===== src/rtl/pulse_rate_counter.sv =====
// Detector front end: synchronises an async pulse line, applies a non-paralyzable
// dead time, counts accepted events per gate window and measures inter-event intervals.
//
// state   | meaning
// --------+-------------------------------------------------------------
// S_IDLE  | enable low; window, accumulator and interval held at zero
// S_ARMED | counting; next rising edge is accepted
// S_DEAD  | dead time after an accept; edges are counted as rejected
module pulse_rate_counter #(
    parameter int GATE_CYCLES = 65536,
    parameter int DEAD_CYCLES = 4,
    parameter int CNT_W       = 16
) (
    input  logic             clk,
    input  logic             rst,
    input  logic             pulse_in,
    input  logic             enable,
    output logic [CNT_W-1:0] count_out,
    output logic             count_valid,
    output logic             overflow,
    output logic [CNT_W-1:0] last_interval,
    output logic [CNT_W-1:0] rejected
);

    localparam int GW = (GATE_CYCLES > 2) ? $clog2(GATE_CYCLES) : 1;
    localparam int DW = $clog2(DEAD_CYCLES + 1);
    localparam logic [CNT_W-1:0] CNT_MAX   = '1;
    localparam logic [GW-1:0]    GATE_LAST = GW'(GATE_CYCLES - 1);
    localparam logic [DW-1:0]    DEAD_LOAD = DW'(DEAD_CYCLES - 1);

    typedef enum logic [1:0] {
        S_IDLE  = 2'd0,
        S_ARMED = 2'd1,
        S_DEAD  = 2'd2
    } state_t;

    state_t r_state;
    state_t w_state_nxt;

    logic             r_s1;
    logic             r_s2;
    logic             r_prev;
    logic [GW-1:0]    r_gate;
    logic [CNT_W-1:0] r_acc;
    logic             r_ovf;
    logic [CNT_W-1:0] r_ivl;
    logic [DW-1:0]    r_dead_cnt;
    logic [CNT_W-1:0] r_count_out;
    logic             r_count_valid;
    logic             r_overflow;
    logic [CNT_W-1:0] r_last_interval;
    logic [CNT_W-1:0] r_rejected;

    logic             w_edge;
    logic             w_run;
    logic             w_accept;
    logic             w_reject;
    logic [CNT_W-1:0] w_acc_nxt;
    logic             w_ovf_nxt;

    assign w_edge = r_s2 & ~r_prev;
    assign w_run  = enable && (r_state != S_IDLE);

    assign w_acc_nxt = (w_accept && (r_acc != CNT_MAX)) ? r_acc + 1'b1 : r_acc;
    assign w_ovf_nxt = r_ovf | (w_accept && (r_acc == CNT_MAX));

    // Dead time counts the accepting cycle, so DEAD lasts DEAD_CYCLES-1 cycles
    // (never fewer than one).
    always_comb begin
        w_state_nxt = r_state;
        w_accept    = 1'b0;
        w_reject    = 1'b0;
        case (r_state)
            S_IDLE: begin
                if (enable) w_state_nxt = S_ARMED;
            end
            S_ARMED: begin
                if (w_edge) begin
                    w_accept    = 1'b1;
                    w_state_nxt = S_DEAD;
                end
            end
            S_DEAD: begin
                if (w_edge) w_reject = 1'b1;
                if (r_dead_cnt <= DW'(1)) w_state_nxt = S_ARMED;
            end
            default: w_state_nxt = S_IDLE;
        endcase
        if (!enable) begin
            w_state_nxt = S_IDLE;
            w_accept    = 1'b0;
            w_reject    = 1'b0;
        end
    end

    always_ff @(posedge clk) begin
        if (rst) begin
            r_state         <= S_IDLE;
            r_s1            <= 1'b0;
            r_s2            <= 1'b0;
            r_prev          <= 1'b0;
            r_gate          <= '0;
            r_acc           <= '0;
            r_ovf           <= 1'b0;
            r_ivl           <= '0;
            r_dead_cnt      <= '0;
            r_count_out     <= '0;
            r_count_valid   <= 1'b0;
            r_overflow      <= 1'b0;
            r_last_interval <= '0;
            r_rejected      <= '0;
        end else begin
            r_state       <= w_state_nxt;
            r_s1          <= pulse_in;
            r_s2          <= r_s1;
            r_prev        <= r_s2;
            r_count_valid <= 1'b0;

            if (w_reject && (r_rejected != CNT_MAX))
                r_rejected <= r_rejected + 1'b1;

            if (!enable)
                r_dead_cnt <= '0;
            else if (w_accept)
                r_dead_cnt <= DEAD_LOAD;
            else if ((r_state == S_DEAD) && (r_dead_cnt != '0))
                r_dead_cnt <= r_dead_cnt - 1'b1;

            if (!w_run) begin
                r_gate <= '0;
                r_acc  <= '0;
                r_ovf  <= 1'b0;
                r_ivl  <= '0;
            end else begin
                if (w_accept) begin
                    r_last_interval <= r_ivl;
                    r_ivl           <= CNT_W'(1);
                end else if (r_ivl != CNT_MAX) begin
                    r_ivl <= r_ivl + 1'b1;
                end

                // The boundary cycle's own event closes out with this window.
                if (r_gate == GATE_LAST) begin
                    r_gate        <= '0;
                    r_count_out   <= w_acc_nxt;
                    r_overflow    <= w_ovf_nxt;
                    r_count_valid <= 1'b1;
                    r_acc         <= '0;
                    r_ovf         <= 1'b0;
                end else begin
                    r_gate <= r_gate + 1'b1;
                    r_acc  <= w_acc_nxt;
                    r_ovf  <= w_ovf_nxt;
                end
            end
        end
    end

    assign count_out     = r_count_out;
    assign count_valid   = r_count_valid;
    assign overflow      = r_overflow;
    assign last_interval = r_last_interval;
    assign rejected      = r_rejected;

endmodule


===== config.mk =====
export PLATFORM = sky130hd
export DESIGN_NAME = pulse_rate_counter
export DESIGN_NICKNAME = d
export VERILOG_FILES = /design/src/rtl/pulse_rate_counter.sv
export SDC_FILE = /design/constraint.sdc
export NUM_CORES = 1
export LEC_CHECK = 0
export ABC_AREA = 1
export BUFFER_PORTS_ARGS = -buffer_cell sky130_fd_sc_hd__buf_2
export CAP_MARGIN = 0
export CORE_MARGIN = 4
export CORE_UTILIZATION = 30
export CTS_CLUSTER_DIAMETER = 60
export DETAILED_ROUTE_END_ITERATION = 12
export PLACE_DENSITY = 0.59
export SLEW_MARGIN = 30
export SYNTH_ARGS = -nofsm -noshare
export SYNTH_HDL_FRONTEND = slang
export SYNTH_SLANG_ARGS = --single-unit

===== constraint.sdc =====
create_clock -name clk -period 1.65 [get_ports clk]
set_clock_uncertainty 0.2 [all_clocks]
set_input_delay 0.2475 -clock clk [delete_from_list [all_inputs] [get_ports clk]]
set_output_delay 0.2475 -clock clk [all_outputs]
set_load 0.005 [all_outputs]

==> results.cfg <==
[outcome]
status = finished, violations left
violations = setup timing

[sta]
setup_viol_count_final = 30
worstMarginPinSlew_ns = 0.363
timing.final.crit_period_ns = 1.70
fmax_ghz = 0.588
finalCritPeriodShare_pct = 103
relSlewSlack_pct = 75.6
maxSlewViolCount = 0
fin_ws_ns = -0.0506
hold_violations = 0
rsz0062_at_grt = yes

[route]
drcViolationCount = 0
vias_per_cell = 4.53
routedWlPerCell_microns = 12.6
drtAntennaViolNets = 0
drt_pass1_iterations = 5
wl_microns = 14800
first_iter_violations = 266
vias = 5321

[setup_path]
cp.arrival_ns = 1.75
reg2reg_depth = 11
crit_required_ns = 1.70
timing.rr.end = count_out[13]
worst_setup_path_start_kind = register
worstSetupPathType = reg -> reg
rrSetupSlack_ns = -0.05
r2r-start = r_gate[1]
cp-end-kind = register
critPathMaxFanout = 12

[clock_tree]
ctsRootBufferMaster = clkbuf_16
cts_inserted_buffers = 9
worstSkewPairLatency_ns = 0.36
cts_sinks = 107
clk_pin_slew_worst_paths_ns = 0.07
cts_buffer_depth = 2
tritoncts = yes
cts_htree_levels = 3

[cells_and_area]
nFillCells = 1705
num_antenna_cells = 0
final_area_sq_mm = 0.00788
multi_input_area_sq_mm = 0.00325
areaGrowthSynthToFinish_pct = 47.6
fin_nets = 955
drive_gt1_share_pct = 39.2
seq_area_sq_mm = 0.00217

[placement]
port_buffers = 53
gp_congestion = 0.829
dpl_cell_area_sq_mm = 0.00671
hpwl_microns = 10000

[synth]
syn_inst = 758
syn_area_sq_mm = 0.00534
synth_area_leader_cell = dfxtp_1
synthTopCellsByArea = dfxtp_1, nand2_1, nor2_1
synth_warnings = 0
synth-edff-count = 0
syn_nets = 769
synth_cell_types = 34
synthArstFlopShare_pct = 0
synth_top_flop_cell = dfxtp_1
synth_seq_cells = 107
avgSynthCellArea_sq_um = 7.04
yosysTopAreaCellShare_pct = 40.1
ys_seq_area_share_pct = 40.1

[global_routing]
grt_overflow = 0
grt_pass1_vias = 4947
grt_usage_pct = 14.2
grt_antenna_before_repair = 1
grt_pass1_wl_microns = 23500
grt_start_max_net_pins = 21

[pwr]
total_power_mw = 5.16
p_leak_nw = 3.45
ir_worst_vdd_mv = 0.931
powerDensity_mw_per_mm2 = 655

[floorplan]
fp.dieW_microns = 141
std_cell_rows = 48
design.core.area_sq_mm = 0.0174
io_pins = 54
die_h_microns = 141
start_util_pct = 30.7
die-area_sq_mm = 0.0200

[hold_path]
hold_class = in -> reg
min_path_cells = 4
min-delay-start = rst
holdPathEnd = count_valid

[flow_run]
drv_cap = 0
[synth_stat cells, drive strengths merged, types with 4 or more instances]
master and instances:
nor3 18, nand2 230, buf 14, ha 7, dfxtp 107, nand4 18, nor2 117, or2 6
xor2 16, nand3 34, inv 84, a21oi 64, xnor2 9, o21ai 21, nand3b 4
[layout by cell type (no fill, tap or decap), drive strengths merged, types with 4 or more instances in the layout]
cell type	instances
nand3b	4
nand2	231
ha	7
buf	185
a21oi	64
inv	83
xnor2	9
xor2	16
clkbuf	14
nor2	118
dfxtp	107
o21ai	21
nand3	34
nand4	18
or2	6
nor3	18
[per-layer routing]
layer | wire (microns) | vias to the layer above | track usage (%) | part of all wire [%]
met2 | 7180 | 88 | 23.6 | 48
met4 | 150 | 2 | 3.84 | 1.0
met1 | 6830 | 2444 | 18.5 | 46
met5 | 7 | - | 0 | 0.047
met3 | 651 | 10 | 3.57 | 4.4
li1 | - | 2777 | - | -
[critical path, cell delays in order (launching register included)]
cell and delay, ns:
dfxtp_2 0.35, ha_4 0.14, nand2_4 0.05, nor2_4 0.10, nand2_4 0.07, nor2_4 0.11, nand2_4 0.07, nor2_4 0.11
nand3_2 0.09, buf_12 0.16, nor2_2 0.10, nor2_1 0.04
[worst max path at each step]
stage | from | end | slack [ns] | depth (start not counted)
floorplan | r_gate[1] | count_out[2] | -0.03 | 11
global placement | r_acc[1] | r_acc[2] | -0.15 | 9
detailed placement | r_acc[1] | r_acc[2] | -0.16 | 9
CTS | r_gate[1] | count_out[5] | -0.07 | 11
global route | r_gate[1] | count_out[13] | -0.17 | 11
finish | r_gate[1] | count_out[13] | -0.05 | 11
[final cells by class]
cell class	instances	area share [%]
multi-input combinational	552	41.3
sequential	107	27.6
timing repair buffer	189	18.7
inverter	84	4.45
tap	225	3.57
clock buffer	11	3.21
clock inverter	5	1.08
timing repair inverter	1	0.0953
[report_power, final]
group,internal (mW),switching (mW)
Sequential,2.59,0.00450
Clock,1.42,0.999
Combinational,0.0584,0.0892
[timing repair]
action / CTS / global route
hold buffers: 1 / 0
resized for setup: 34 / 125
endpoints found under the setup margin: 86 / 99
pin swaps: 6 / 39
endpoints found under the hold margin: 1 / 0
setup buffers: 6 / 15
gates cloned: 2 / 4
[per-stage QoR]
stage | TNS (ns) | utilization, % | worst slack [ns] | hold WS, ns | instances
global route | -6.86 | 45.4 | -0.170 | 0.129 | 1174
CTS | -1.47 | 41.7 | -0.0716 | 0.129 | 1156
global placement | -2.51 | 38.6 | -0.145 | 0.227 | 1131
finish | -0.746 | 45.4 | -0.0506 | 0.135 | 1174
floorplan | -0.232 | - | -0.0267 | 0.154 | 758
detailed placement | -4.27 | 38.6 | -0.162 | 0.221 | 1131
[kinds of logic (layout without fill, tap and decap cells)]
family / count (synthesis) / after routing / synth area share, %
flops: 107 / 107 / 40.1
compound gates: 89 / 89 / 8.75
buf+inv: 101 / 290 / 8.23
mux: 1 / 1 / 0.211
simple gates: 428 / 430 / 36.9
fa+ha+maj: 7 / 7 / 1.64
xor+xnor: 25 / 25 / 4.10
[flip-flops by register name, indices dropped and copies added (netlist names)]
name	cells
count_out	16
last_interval	16
r_acc	16
r_gate	16
r_ivl	16
rejected	16
r_dead_cnt	3
r_state	2
count_valid	1
overflow	1
r_ovf	1
r_prev	1
r_s1	1
r_s2	1
Power figures use the tool's default switching activity.
